### src/rtl/player_link_tx_if.sv
// Byte stream from the player-state packetizer into the serial link transmitter.
// Valid/ready handshake: a byte moves on a clock edge where tx_valid and tx_ready are both high.
interface player_link_tx_if;
  logic       tx_valid;
  logic       tx_ready;
  logic [7:0] tx_data;

  modport master (output tx_valid, output tx_data, input tx_ready);
  modport slave  (input tx_valid, input tx_data, output tx_ready);
endinterface

### src/rtl/player_link_tx.sv
// Snapshots local player state on a due frame tick and streams a checksummed 8-byte packet.
// Latency: B0 is presented the cycle after the due tick; with tx_ready high B0..B7 take 8 cycles.
// Backpressure: tx_ready low stalls the current byte in place; due ticks while busy are counted and skipped.
module player_link_tx #(
  parameter int         SEND_DIV  = 1,
  parameter logic [7:0] SYNC_BYTE = 8'hA5
) (
  input  logic             clk,
  input  logic             rst,
  input  logic             frame_tick,
  input  logic [11:0]      char_x,
  input  logic [11:0]      char_y,
  input  logic [3:0]       current_health,
  input  logic [3:0]       char_aggro,
  input  logic             flip_h,
  input  logic [1:0]       char_class,
  input  logic             game_start,
  input  logic [6:0]       boss_hp,
  player_link_tx_if.master tx,
  output logic             busy,
  output logic             pkt_done,
  output logic [7:0]       overrun_cnt
);

  typedef struct packed {
    logic [11:0] x;
    logic [11:0] y;
    logic [3:0]  hp;
    logic [3:0]  aggro;
    logic        flip;
    logic        start;
    logic [1:0]  cls;
    logic [6:0]  boss;
  } snap_t;

  typedef enum logic {IDLE, SEND} state_t;

  state_t     state;
  snap_t      snap;
  logic [7:0] div_cnt;
  logic [2:0] byte_idx;
  logic [2:0] nxt_idx;
  logic [7:0] nxt_byte;
  logic [7:0] csum;
  logic       due;
  logic       xfer;

  assign due     = frame_tick && (div_cnt == 8'(SEND_DIV - 1));
  assign xfer    = tx.tx_valid && tx.tx_ready;
  assign nxt_idx = byte_idx + 3'd1;

  assign csum = SYNC_BYTE ^ snap.x[11:4] ^ {snap.x[3:0], snap.y[11:8]} ^ snap.y[7:0] ^
                {snap.hp, snap.aggro} ^ {snap.flip, snap.start, snap.cls, 4'h0} ^ {1'b0, snap.boss};

  // tx_data is registered, so the byte after the one being transferred is prepared here
  always_comb begin
    nxt_byte = SYNC_BYTE;
    case (nxt_idx)
      3'd1:    nxt_byte = snap.x[11:4];
      3'd2:    nxt_byte = {snap.x[3:0], snap.y[11:8]};
      3'd3:    nxt_byte = snap.y[7:0];
      3'd4:    nxt_byte = {snap.hp, snap.aggro};
      3'd5:    nxt_byte = {snap.flip, snap.start, snap.cls, 4'h0};
      3'd6:    nxt_byte = {1'b0, snap.boss};
      3'd7:    nxt_byte = csum;
      default: nxt_byte = SYNC_BYTE;
    endcase
  end

  always_ff @(posedge clk or negedge rst) begin
    if (!rst) begin
      state       <= IDLE;
      snap        <= '0;
      div_cnt     <= 8'd0;
      byte_idx    <= 3'd0;
      tx.tx_valid <= 1'b0;
      tx.tx_data  <= 8'h00;
      busy        <= 1'b0;
      pkt_done    <= 1'b0;
      overrun_cnt <= 8'd0;
    end else begin
      pkt_done <= 1'b0;
      if (frame_tick) div_cnt <= due ? 8'd0 : div_cnt + 8'd1;

      case (state)
        IDLE: begin
          if (due) begin
            snap        <= {char_x, char_y, current_health, char_aggro,
                            flip_h, game_start, char_class, boss_hp};
            byte_idx    <= 3'd0;
            tx.tx_valid <= 1'b1;
            tx.tx_data  <= SYNC_BYTE;
            busy        <= 1'b1;
            state       <= SEND;
          end
        end
        SEND: begin
          // A due tick that lands on the B7 transfer edge is still an overrun
          if (due && overrun_cnt != 8'hFF) overrun_cnt <= overrun_cnt + 8'd1;
          if (xfer) begin
            if (byte_idx == 3'd7) begin
              tx.tx_valid <= 1'b0;
              busy        <= 1'b0;
              pkt_done    <= 1'b1;
              state       <= IDLE;
            end else begin
              byte_idx   <= nxt_idx;
              tx.tx_data <= nxt_byte;
            end
          end
        end
        default: state <= IDLE;
      endcase
    end
  end

endmodule

### src/flat_wrapper.sv
// flat-port wrapper written by rule: the top's interface ports become plain ports
module player_link_tx_flat 
#(
  parameter int         SEND_DIV  = 1,
  parameter logic [7:0] SYNC_BYTE = 8'hA5
)
  (clk, rst, frame_tick, char_x, char_y, current_health, char_aggro, flip_h, char_class, game_start, boss_hp, busy, pkt_done, overrun_cnt, tx_tx_valid, tx_tx_data, tx_tx_ready);
  player_link_tx_if tx_i ();
  input  logic clk;
  input  logic rst;
  input  logic frame_tick;
  input  logic [11:0] char_x;
  input  logic [11:0] char_y;
  input  logic [3:0] current_health;
  input  logic [3:0] char_aggro;
  input  logic flip_h;
  input  logic [1:0] char_class;
  input  logic game_start;
  input  logic [6:0] boss_hp;
  output logic busy;
  output logic pkt_done;
  output logic [7:0] overrun_cnt;
  output wire logic [$bits(tx_i.tx_valid)-1:0] tx_tx_valid;
  output wire logic [$bits(tx_i.tx_data)-1:0] tx_tx_data;
  input wire logic [$bits(tx_i.tx_ready)-1:0] tx_tx_ready;
  assign tx_tx_valid = tx_i.tx_valid;
  assign tx_tx_data = tx_i.tx_data;
  assign tx_i.tx_ready = tx_tx_ready;
  player_link_tx #(.SEND_DIV(SEND_DIV), .SYNC_BYTE(SYNC_BYTE)) u_core (.clk(clk), .rst(rst), .frame_tick(frame_tick), .char_x(char_x), .char_y(char_y), .current_health(current_health), .char_aggro(char_aggro), .flip_h(flip_h), .char_class(char_class), .game_start(game_start), .boss_hp(boss_hp), .tx(tx_i), .busy(busy), .pkt_done(pkt_done), .overrun_cnt(overrun_cnt));
endmodule
### config.mk
export PLATFORM = sky130hd
export DESIGN_NAME = player_link_tx_flat
export DESIGN_NICKNAME = d
export VERILOG_FILES = /design/src/rtl/player_link_tx_if.sv /design/src/rtl/player_link_tx.sv /design/src/flat_wrapper.sv
export SDC_FILE = /design/constraint.sdc
export NUM_CORES = 1
export LEC_CHECK = 0
export ABC_AREA = 1
export ABC_CLOCK_PERIOD_IN_PS = 2200
export CORE_MARGIN = 8
export CORE_UTILIZATION = 54
export DETAILED_ROUTE_END_ITERATION = 10
export GPL_TIMING_DRIVEN = 1
export PLACE_DENSITY = 0.88
export SKIP_LAST_GASP = 1
export SYNTH_ARGS = -nofsm -noshare
export SYNTH_HDL_FRONTEND = slang
export SYNTH_SLANG_ARGS = --single-unit
### constraint.sdc
create_clock -name clk -period 2.2 [get_ports clk]
set_input_delay 0.33 -clock clk [delete_from_list [all_inputs] [get_ports clk]]
set_output_delay 0.33 -clock clk [all_outputs]
set_load 0.02 [all_outputs]
==> results of run 1 <==
final timing paths:
path	slack, ns	startpoint	to
worst max-delay path	0.19	u_core.byte_idx[0]	u_core.tx.tx_data[0]
worst min-delay path	0.48	u_core.div_cnt[7]	u_core.div_cnt[7]
worst max register to register	0.19	u_core.byte_idx[0]	u_core.tx.tx_data[0]
worst min register to register	0.48	u_core.div_cnt[7]	u_core.div_cnt[7]
max in group asynchronous	1.07	rst	u_core.tx.tx_data[4]
min in group asynchronous	0.51	rst	u_core.snap[41]
critical path: cells and delay by family (launching register included):
family	cells	cell delay, ns
compound gates	2	0.39
fa+ha+maj	2	0.68
flops	1	0.45
simple gates	4	0.43
flip-flops by register name (all words and copies together) (netlist names):
| signal | count |
|---|---|
| u_core.snap | 43 |
| u_core.div_cnt | 8 |
| u_core.overrun_cnt | 8 |
| u_core.tx.tx_data | 8 |
| u_core.byte_idx | 3 |
| u_core.pkt_done | 1 |
| u_core.state | 1 |
| u_core.tx.tx_valid | 1 |
through the flow:
stage	total power [mW]	hold WS [ns]	utilization	area, um2
CTS	3.542	0.4875	0.6802	5147
global route	3.668	0.4920	0.6815	5157
floorplan	1.775	0.03441	-	4113
detailed placement	2.017	0.3602	0.6404	4846
finish	3.535	0.4800	0.6815	5157
global placement	1.999	0.3480	0.6404	4846
layout make-up:
type / instances / area (um2) / area share
inverter: 69 / 259.0 / 0.05022
clock inverter: 5 / 150.1 / 0.02911
timing repair buffer: 72 / 713.2 / 0.1383
clock buffer: 11 / 141.4 / 0.02741
sequential: 73 / 1827 / 0.3542
tap: 102 / 127.6 / 0.02475
multi-input combinational: 416 / 1939 / 0.3760
where the power goes:
part / total [mW] / internal, mW / switching, mW
logic: 0.474 / 0.236 / 0.238
clock network: 1.54 / 1.01 / 0.522
registers: 1.52 / 1.43 / 0.0925
total: 3.53 / 2.68 / 0.853
cells in the final DEF, fill, tap and decap left out, drive strengths merged, types with 8 or more instances in the layout:
cell and n:
nand2 249, dfrtp 73, inv 68, clkdlybuf4s50 64, o21ai 40, nand3 35, nor2 34, xor2 13
xnor2 12, clkbuf 11, ha 9, a21oi 8
layer usage:
layer / share of wire / track usage
met1: 0.41 / 0.2384
met2: 0.51 / 0.3747
met3: 0.057 / 0.03347
met4: 0.025 / 0.09789
met5: 0 / 0
cells by family after synthesis:
logic type / Yosys count / share of synthesized area
fa+ha+maj: 9 / 0.02738
xor+xnor: 25 / 0.05324
compound gates: 55 / 0.07028
buf+inv: 81 / 0.08670
flops: 73 / 0.4442
simple gates: 327 / 0.3182
timing repair:
action	in CTS	in global routing
endpoints found under the setup margin	0	8
gates resized for setup	0	5
endpoints found under the hold margin	22	0
hold buffers	1	0
==> load_flow_metrics.sql, run 1 <==
INSERT INTO impl_metrics (metric_group, metric, value, unit) VALUES
('worst_setup_path', 'worstSetupStartpointType', 'register', ''),
('timing', 'setup_tns', '0', 'ns'),
('detailed_routing', 'route.detailed.wl_per_inst', '13.92', 'um'),
('synth', 'yosysUniqueCellTypes', '24', ''),
('worst_setup_path', 'crit_required', '2.48', 'ns'),
('final_layout', 'fill_cells', '576', ''),
('global_routing', 'grt_max_degree', '40', ''),
('clock_network', 'worst_skew_late_latency', '0.36', 'ns'),
('place', 'placedCellCount', '731', ''),
('pwr', 'power_leakage', '2.720', 'nW'),
('synth', 'synthesis.area_per_instance', '7.215', 'um2'),
('worst_setup_path', 'worst_setup_path_end_kind', 'register', ''),
('detailed_routing', 'wirelength', '10.41', 'mm'),
('worst_hold_path', 'worstHoldPathType', 'register to register', ''),
('timing', 'max_slew.worst_pin.slew', '0.5680', 'ns'),
('timing', 'fin_skew', '0.009714', 'ns'),
('timing', 'final.period_utilization', '0.9141', ''),
('timing', 'final-max-slew-violation-count', '0', ''),
('synth', 'synthesis.instances', '570', ''),
('detailed_routing', 'initialDrtViolationCount', '283', ''),
('run_status', 'run_status', 'finished clean', ''),
('global_routing', 'initial_antenna_violation_count', '0', ''),
('die', 'floorplan.initialDensity', '0.5435', ''),
('timing', 'timing.slew.headroom', '0.6214', ''),
('synth', 'post_synth_edffs', '0', ''),
('worst_setup_path', 'worstPathMaxFanout', '10', ''),
('final_layout', 'n_antenna_cell', '0', ''),
('pwr', 'power.density', '685.4', 'mW/mm2'),
('detailed_routing', 'firstDrtPassIters', '5', ''),
('clock_network', 'clock_tree.buffer_depth', '2', ''),
('synth', 'synth.most_common_cell', 'sky130_fd_sc_hd__nand2_1', ''),
('detailed_routing', 'antenna_left', '0', ''),
('timing', 'fin_ws', '0.1891', 'ns'),
('global_routing', 'grt_use_total', '0.2092', ''),
('detailed_routing', 'route.vias.total', '3870', ''),
('worst_hold_path', 'timing.hold.worst_path_depth', '1', ''),
('worst_setup_path', 'timing.reg2reg.worst_path_depth', '8', ''),
('place', 'place.port_buffers', '65', ''),
('synth', 'most_common_library_cells_after_synthesis', 'sky130_fd_sc_hd__nand2_1 (248), sky130_fd_sc_hd__dfrtp_1 (73), sky130_fd_sc_hd__inv_1 (66)', ''),
('die', 'die_height', '103.3', 'um'),
('die', 'fp.dieArea', '0.01066', 'mm2'),
('worst_setup_path', 'timing_worst_setup_path_type', 'register to register', ''),
('job', 'maximum_capacitance_violations', '0', ''),
('synth', 'post-synth-top-area-cell', 'sky130_fd_sc_hd__dfrtp_1', ''),
('timing', 'maxClockFrequency', '497.3', 'MHz'),
('place', 'dpl_worst_slack', '0.09845', 'ns'),
('global_routing', 'grt_pass1_vias', '4010', ''),
('synth', 'synth.net_count', '626', ''),
('pwr', 'ir_drop', '0.3273', 'mV'),
('timing', 'rsz_0062_raised_after_global_routing', 'no', ''),
('synth', 'yosysSeqAreaShare', '0.4442', ''),
('clock_network', 'cts.sinks', '73', ''),
('detailed_routing', 'route.detailed.vias_per_inst', '5.174', ''),
('worst_setup_path', 'cpPeakStageDelay', '0.45', 'ns'),
('die', 'floorplan.die.width', '103.3', 'um'),
('synth', 'ys_top_cells_by_area', 'sky130_fd_sc_hd__dfrtp_1 (44%), sky130_fd_sc_hd__nand2_1 (23%), sky130_fd_sc_hd__inv_1 (6.0%)', ''),
('final_layout', 'final_net_count', '697', ''),
('clock_network', 'number_of_buffers_added_by_the_clock_tree_synthesis_step', '9', ''),
('place', 'place.detailed.hpwl', '7.511', 'mm'),
('synth', 'synth.ff_latch_count', '73', ''),
('worst_setup_path', 'timing.critical_path.slowest_stage_cell', 'sky130_fd_sc_hd__dfrtp_1', ''),
('die', 'floorplan.io_pins', '66', ''),
('worst_setup_path', 'cp.arrival', '2.29', 'ns'),
('global_routing', 'grt_pass1_wl', '17.58', 'mm'),
('global_routing', 'global_route.overflow_total', '0', ''),
('timing', 'final.min_clock_period', '2.011', 'ns'),
('clock_network', 'clk_pin_slew', '0.08', 'ns'),
('clock_network', 'cts_tree', 'done', ''),
('timing', 'finalHoldViolations', '0', ''),
('final_layout', 'drive_gt1_frac', '0.05263', ''),
('final_layout', 'instances_no_fill', '748', '');
No activity file was read; power rests on OpenSTA's default activity.
==> inputs of run 2 (changes only) <==
- ABC_CLOCK_PERIOD_IN_PS: 2200 -> not set
==> results of run 2 <==
Final layout, timing and power as in run 1 (identical DEF).
